==> config.mk <==
export PLATFORM = sky130hd
export DESIGN_NAME = load_use_stall_ctrl
export DESIGN_NICKNAME = d
export VERILOG_FILES = /design/src/rtl/load_use_stall_ctrl.sv
export SDC_FILE = /design/constraint.sdc
export NUM_CORES = 1
export LEC_CHECK = 0
export CAP_MARGIN = 20
export CORE_MARGIN = 5
export CORE_UTILIZATION = 35
export CTS_BUF_LIST = sky130_fd_sc_hd__clkbuf_4 sky130_fd_sc_hd__clkbuf_8
export CTS_CLUSTER_SIZE = 14
export DETAILED_ROUTE_END_ITERATION = 6
export GPL_TIMING_DRIVEN = 0
export PLACE_DENSITY = 0.66
export SYNTH_ARGS = -nofsm -noshare
export SYNTH_HDL_FRONTEND = slang
export SYNTH_SLANG_ARGS = --single-unit
==> constraint.sdc <==
create_clock -name clk_i -period 2.7 [get_ports clk_i]
set_clock_uncertainty 0.15 [all_clocks]
set_input_delay 0.27 -clock clk_i [delete_from_list [all_inputs] [get_ports clk_i]]
set_output_delay 0.27 -clock clk_i [all_outputs]
set_load 0.005 [all_outputs]
==> src/rtl/load_use_stall_ctrl.sv <==
// rtl/load_use_stall_ctrl.sv - load-use hazard stall controller with branch-flush gating and stall counter
// Stalls PC and IF/ID and bubbles ID/EX for LOAD_LAT cycles when IF/ID reads a register that the load in ID/EX is still producing.

module load_use_stall_ctrl #(
  parameter int REG_AW   = 5,
  parameter int LOAD_LAT = 1,
  parameter int CNT_W    = 16
) (
  input  logic              clk_i,
  input  logic              rst_i,
  input  logic              IDEXMemRead_i,
  input  logic [REG_AW-1:0] IDEXRegRT_i,
  input  logic [REG_AW-1:0] IFIDRegRS_i,
  input  logic [REG_AW-1:0] IFIDRegRT_i,
  input  logic              IFIDUseRS_i,
  input  logic              IFIDUseRT_i,
  input  logic              BranchFlush_i,
  input  logic              MemStall_i,
  output logic              PCWrite_o,
  output logic              IFIDWrite_o,
  output logic              IDEXBubble_o,
  output logic              IFIDFlush_o,
  output logic              Stalling_o,
  output logic [CNT_W-1:0]  StallCount_o
);

  typedef enum logic {
    IDLE = 1'b0,
    HOLD = 1'b1
  } state_t;

  localparam logic [3:0] LAT_M1 = 4'(LOAD_LAT - 1);

  state_t           r_state;
  logic [3:0]       r_cnt;
  logic [CNT_W-1:0] r_stall_count;

  logic w_rs_match;
  logic w_rt_match;
  logic w_hit;
  logic w_stall;
  logic w_advance;

  // Register 0 is hardwired, so a load targeting it can never create a dependency.
  assign w_rs_match = IFIDUseRS_i && (IDEXRegRT_i == IFIDRegRS_i);
  assign w_rt_match = IFIDUseRT_i && (IDEXRegRT_i == IFIDRegRT_i);
  assign w_hit      = IDEXMemRead_i && (IDEXRegRT_i != '0) && (w_rs_match || w_rt_match);

  assign w_stall   = (r_state == HOLD) || w_hit;
  assign w_advance = ~MemStall_i;

  always_ff @(posedge clk_i or posedge rst_i) begin
    if (rst_i) begin
      r_state       <= IDLE;
      r_cnt         <= 4'd0;
      r_stall_count <= '0;
    end else if (w_advance) begin
      if (w_stall && (r_stall_count != {CNT_W{1'b1}})) begin
        r_stall_count <= r_stall_count + 1'b1;
      end
      case (r_state)
        IDLE: begin
          if (w_hit && (LOAD_LAT > 1)) begin
            r_state <= HOLD;
            r_cnt   <= LAT_M1;
          end
        end
        HOLD: begin
          r_cnt <= r_cnt - 4'd1;
          if (r_cnt == 4'd1) begin
            r_state <= IDLE;
          end
        end
        default: begin
          r_state <= IDLE;
          r_cnt   <= 4'd0;
        end
      endcase
    end
  end

  // A frozen pipeline must not move anything, so memory busy masks every enable and the flush.
  always_comb begin
    PCWrite_o    = 1'b1;
    IFIDWrite_o  = 1'b1;
    IDEXBubble_o = 1'b0;
    IFIDFlush_o  = 1'b0;
    Stalling_o   = 1'b0;
    if (!rst_i) begin
      Stalling_o = w_stall;
      if (MemStall_i) begin
        PCWrite_o   = 1'b0;
        IFIDWrite_o = 1'b0;
      end else begin
        PCWrite_o    = ~w_stall;
        IFIDWrite_o  = ~w_stall;
        IDEXBubble_o = w_stall;
        IFIDFlush_o  = BranchFlush_i & ~w_stall;
      end
    end
  end

  assign StallCount_o = r_stall_count;

endmodule

==> results of run 1 <==
-- metal layers --
| metal | wire length (um) | GRT usage |
|---|---|---|
| met4 | 40 | 0.0347 |
| met1 | 1250 | 0.162 |
| met5 | 0 | 0 |
| met2 | 1480 | 0.240 |
| met3 | 93 | 0.0373 |
-- final cells by class --
cell class / count / area, sq um / area share
Multi-Input combinational cell: 91 / 649 / 0.375
Sequential cell: 21 / 526 / 0.303
Tap cell: 46 / 57.6 / 0.0332
Clock inverter: 1 / 5.00 / 0.00289
Buffer: 2 / 15.0 / 0.00866
Inverter: 8 / 30.0 / 0.0173
Timing Repair Buffer: 43 / 428 / 0.247
Clock buffer: 3 / 22.5 / 0.0130
-- metrics by stage --
stage | setup slack, ns | cells | setup TNS (ns) | hold slack (ns)
floorplan | 0.639 | 122 | 0 | 0.102
global placement | -0.279 | 210 | -0.782 | 0.312
detailed placement | -0.294 | 210 | -0.879 | 0.326
CTS | 0.0131 | 215 | 0 | 0.344
global route | 0.0000862 | 215 | 0 | 0.363
finish | 0.0848 | 215 | 0 | 0.337
-- power by group through the flow --
| stage | registers, mW | logic [mW] | clock network [mW] |
|---|---|---|---|
| floorplan | 0.525 | 0.231 | 0 |
| global placement | 0.536 | 0.466 | 0 |
| detailed placement | 0.540 | 0.477 | 0 |
| CTS | 0.536 | 0.483 | 0.158 |
| global route | 0.555 | 0.534 | 0.173 |
| finish | 0.535 | 0.474 | 0.153 |
-- path summary, 6_finish.rpt --
check                                 from         endpoint  slack, ns  cells after the start
max in group asynchronous            rst_i  StallCount_o[1]       1.53                      2
min in group clk_i                r_cnt[3]         r_cnt[3]       0.34                      1
min                                  rst_i         r_cnt[3]       0.34                      2
max reg2reg                StallCount_o[0]  StallCount_o[1]       0.42                      7
max                         IDEXRegRT_i[0]     IDEXBubble_o       0.08                      8
min reg2reg                       r_cnt[3]         r_cnt[3]       0.34                      1
-- repair_timing --
| item | in CTS | in global routing |
|---|---|---|
| endpoints found under the setup margin | 5 | 3 |
| pin swaps | 2 | 2 |
| hold buffers | 0 | 0 |
| buffers inserted | 1 | 0 |
| gates resized for setup | 9 | 5 |
| endpoints found under the hold margin | 0 | 0 |
-- cell usage in the layout, fill, tap and decap left out, drive strengths merged, types with 4 or more instances in the layout --
cell type	Yosys	routed
a21oi	4	4
clkdlybuf4s50	0	33
dfrtp	21	21
dlygate4sd2	0	6
inv	8	8
nand2	10	10
nand3	9	9
nor2	13	13
nor3	4	4
xnor2	16	16
xor2	10	10
-- cells by family (layout without fill, tap and decap cells) --
kind of cell / count (synthesis) / after routing
AO/OA/AOI/OAI: 9 / 9
XOR/XNOR: 26 / 26
adder cells (fa/ha/maj): 3 / 3
buffers and inverters: 10 / 57
flip-flops: 21 / 21
multiplexers: 3 / 3
AND/OR/NAND/NOR: 50 / 50
-- flip-flops by register name, indices dropped and copies added (netlist names) --
signal and count:
StallCount_o 16, r_cnt 4, r_state 1
==> flow_summary.ini, run 1 <==
[critical_path]
crit_top_cell = nor2_1
cp_num_buf_inv = 3
slowest_delay_ns = 0.54
cp_top_family = buffers and inverters
worstPathCellList = dlygate4sd2_1, or4_4, o21ai_2, buf_4, nor2_1, a21oi_2, nor2_1, clkdlybuf4s50_1
arrival_ns = 2.20
cp-end-kind = primary output
start_kind = input port
slowest_stage = or4_4
worst-path-max-fanout = 5
crit_type = input port to primary output
worstPathRequired_ns = 2.28

[timing]
finalSetupViolations = 0
fmax_ghz = 0.382
relSlewSlack = 0.448
fin_crit_sh = 0.969
hold_viol = 0
fin_crit_ns = 2.62
worst_pin_slew_ns = 0.827
drv_slew = 0
rsz0062_at_grt = no

[layout]
finalInstanceArea_sq_mm = 0.00173
antenna_cells = 0
area_growth_pct = 44.1
final_nets = 195
drive_above_1_share = 0.107
post-route-util = 0.519
n_fill_cell = 339

[worst_hold_path]
hold_path_class = input port to async pin

[power]
power_frac_clock = 0.131
power_density_mw_per_mm2 = 671
power_mw = 1.16
peakVddDrop_mv = 0.454
switchingPower_uw = 411
combPwrFrac = 0.408
intPower_uw = 751
switching_share = 0.354
power.leakage_nw = 0.721
pwr-share-seq = 0.461

[synth]
yosysUniqueCellTypes = 29
synthTopCellsByCount = dfrtp_1 (21), xnor2_1 (16), nor2_1 (13)
ys_ff_latch = 21
syn_nets = 147
synth_edf_count = 0
synth_xor_area_frac = 0.189
synthAdderAreaFrac = 0.0312
async_flop_share = 1.00
synth.avg_cell_area_sq_um = 9.86
synth_top_area_frac = 0.437
synth-seq-area-share = 0.437
synthCells = 122
syn_area_sq_mm = 0.00120
synth-simple-area-share = 0.216
synth_top_family_by_area = simple AND/OR/NAND/NOR gates
synth_area_leaders = dfrtp_1 (44%), xnor2_1 (12%), xor2_1 (7.3%)
yosysTopAreaCell = dfrtp_1
muxShareOfSynthArea = 0.0271
synth_compound_area_frac = 0.0614
ys_warn_count = 0
synthFlopType = dfrtp_1
yosysMostFrequentCell = dfrtp_1

[run]
drv_cap = 0

[global_routing]
grt_max_degree = 23
grt.total_usage = 0.136
overflow = 0
grt_pass1_vias = 1093
grt_first_pass_wirelength_um = 4850
antenna_found_initial = 0

[placement]
gp_congestion = 0.700
post_dp_cell_area_sq_mm = 0.00168
portBuffers = 42
dp_hpwl_um = 2280

[die]
core_sq_mm = 0.00334
fp-row-count = 21
num_io_pins = 43
initial_core_util = 0.360
die_w_um = 68.6
die_h_um = 68.6
die_area_sq_mm = 0.00471

[clock_tree]
clkSinkCount = 21
htree_levels = 1
insertion_delay_ns = 0.31
clockBufferDepth = 2
numCtsBuffers = 3
cts_tree = done
path_clk_slew_ns = 0.13
cts_root_buf = clkbuf_4

[drt]
route.detailed.drc = 0
drt_iter0_drc = 44
num_vias = 1040
wl_per_cell_um = 13.3
first_pass_iters = 4
viasPerCell = 4.84
drtAntennaViolNets = 0
drt-total-wl_um = 2860

[status]
outcome = completed
No activity file was read; power rests on OpenSTA's default activity.
==> inputs of run 2 (changes only) <==
- SLEW_MARGIN: not set -> 5
==> results of run 2 <==
Same layout as run 1: the final DEF is identical, and so are final timing and power.
==> inputs of run 3 (changes only) <==
- ABC_AREA: not set -> 1
- PLACE_DENSITY: 0.66 -> 0.63
- RECOVER_POWER: not set -> 100
==> run 3 against run 2 <==
Against the previous run:
- critical path depth increased by 4
- sequential cell count did not move
- global-route usage decreased by 0.23 points
- count of clock-buffer cells in the layout up 1
- clock power up 47%
- setup slack better by 0.081 ns
- total power shrank 1.5%
- final area is 18% higher
- first-iteration DRC count rose by 61%
- synthesized cell count rose by 88%
- non-clock buffer count rose by 3
==> flow_summary.ini, run 3 <==
[placement]
gp_congestion = 0.814
post_dp_cell_area_sq_mm = 0.00201
dp_hpwl_um = 2970
portBuffers = 42
pre_cts_slack_ns = -0.165
place_inst = 323

[layout]
finalInstanceArea_sq_mm = 0.00204
drive_above_1_share = 0.0650
final_common_cell = nand2_1
final_nets = 303
antenna_cells = 0
n_fill_cell = 448
largest_reg_flops = 16
area_growth_pct = 34.0
mostFrequentLayoutCells = nand2_1 (77), inv_1 (33), nor2_1 (27), clkdlybuf4s50_1 (22), dfrtp_1 (21)
multi_input_area_sq_um = 791
ff_latch_area_sq_um = 526
fin_cells = 329

[synth]
yosysMostFrequentCell = nand2_1
synth_xor_area_frac = 0.0517
synth_edf_count = 0
syn_area_sq_mm = 0.00153
synthTopCellsByCount = nand2_1 (77), inv_1 (34), nor2_1 (26)
synth-seq-area-share = 0.345
synthCells = 229
synth_top_family_by_area = simple AND/OR/NAND/NOR gates
yosysUniqueCellTypes = 21
synth_top_area_frac = 0.345
synth_area_leaders = dfrtp_1 (34%), nand2_1 (19%), inv_1 (8.4%)
ys_ff_latch = 21
synth_compound_area_frac = 0.0156
yosysTopAreaCell = dfrtp_1
synth.avg_cell_area_sq_um = 6.66
ys_warn_count = 0
synthAdderAreaFrac = 0.0246
async_flop_share = 1.00
synth-simple-area-share = 0.446
synthFlopType = dfrtp_1
muxShareOfSynthArea = 0
syn_nets = 254

[global_routing]
grt_first_pass_wirelength_um = 6680
grt_max_degree = 24
antenna_found_initial = 0
grt_pass1_vias = 1477
grt.total_usage = 0.134
overflow = 0

[clock_tree]
path_clk_slew_ns = 0.08
ctsHoldBuffers = 0
cts_tree = done
numCtsBuffers = 3
clkSinkCount = 21
cts_root_buf = clkbuf_8
htree_levels = 1
clockBufferDepth = 2
insertion_delay_ns = 0.26

[run]
drv_cap = 0

[critical_path]
r2r_start = StallCount_o[0]
arrival_ns = 2.11
start_kind = input port
crit_type = input port to primary output
worst-path-max-fanout = 3
rr_worst_depth = 9
reg2reg_slack_ns = 0.33
cp-end-kind = primary output
rr_endpoint = StallCount_o[5]
worstPathRequired_ns = 2.28

[die]
die_area_sq_mm = 0.00578
die_w_um = 76.0
core_sq_mm = 0.00429
fp-row-count = 24
num_io_pins = 43
initial_core_util = 0.355
die_h_um = 76.0

[timing]
finalSetupViolations = 0
rsz0062_at_grt = no
finalWorstSetupSlack_ns = 0.166
hold_viol = 0
relSlewSlack = 0.620
fin_crit_sh = 0.938
fmax_ghz = 0.395
drv_slew = 0
worst_pin_slew_ns = 0.567
fin_crit_ns = 2.53

[drt]
first_pass_iters = 4
viasPerCell = 4.76
route.detailed.drc = 0
wl_per_cell_um = 11.9
drt-total-wl_um = 3930
drtAntennaViolNets = 0
drt_iter0_drc = 71
num_vias = 1566

[power]
power_mw = 1.14
peakVddDrop_mv = 0.221
power_density_mw_per_mm2 = 560
power.leakage_nw = 1.04

[worst_hold_path]
hold_path_class = flip-flop to flip-flop
worstHoldStart = r_cnt[0]
worstHoldPathCells = 1
min_to = r_cnt[0]

[status]
outcome = completed
[run 3: final cells by class]
type                    instances  share of cell area
plain buffers                   4             0.00980
clock buffers                   4              0.0239
inverters                      39              0.0747
multi-input cells             164               0.387
flip-flops and latches         21               0.257
well taps                      52              0.0318
repair buffers                 44               0.213
repair inverters                1             0.00245
[run 3: repair_timing]
item                                    CTS  global route
gates resized for setup                   1             2
gates cloned                              0             1
endpoints found under the setup margin    1             3
buffers inserted                          0             2
pin swaps                                 0             1
[run 3: stage by stage]
step / TNS (ns) / utilization / hold WS [ns]
3_5_place_dp: -0.165 / 0.468 / 0.339
3_3_place_gp: -0.103 / 0.468 / 0.340
5_1_grt: 0 / 0.476 / 0.395
2_1_floorplan: 0 / - / 0.113
6_report: 0 / 0.476 / 0.355
4_1_cts: 0 / 0.479 / 0.354
[run 3: worst max path at each step]
stage,end,cells after the start,from
after global placement,IDEXBubble_o,13,IDEXRegRT_i[3]
after global routing,IDEXBubble_o,12,IDEXRegRT_i[4]
after floorplan,StallCount_o[2],9,StallCount_o[0]
after detailed placement,IDEXBubble_o,13,IDEXRegRT_i[3]
final,IDEXBubble_o,12,IDEXRegRT_i[3]
after CTS,IDEXBubble_o,12,IDEXRegRT_i[3]
[run 3: logic make-up after synthesis]
| family | Yosys count |
|---|---|
| simple gates | 148 |
| buf+inv | 44 |
| flops | 21 |
| xor+xnor | 9 |
| compound gates | 4 |
| fa+ha+maj | 3 |
[run 3: power by group]
group	leakage (nW)	total [mW]	internal [mW]	switching, mW
clock network	0.0262	0.225	0.115	0.110
registers	0.275	0.447	0.388	0.0588
logic	0.739	0.472	0.214	0.258
[run 3: worst max-delay path, stage by stage]
cell and delay [ns]:
clkdlybuf4s50_1 0.51, inv_2 0.06, nand2_1 0.06, nand2_1 0.05, nor2_1 0.12, nand3_1 0.08
nand2_1 0.07, nand2_1 0.11, nand2_4 0.10, nand2_1 0.05, nor2_1 0.12, clkdlybuf4s50_1 0.52
[run 3: routing by layer]
metal  vias up  track usage  wire length (um)
li1        819            -                 -
met1       709        0.186              2000
met2        33        0.211              1720
met3         5       0.0260               168
met4         0       0.0356                38
met5         -            0                 0
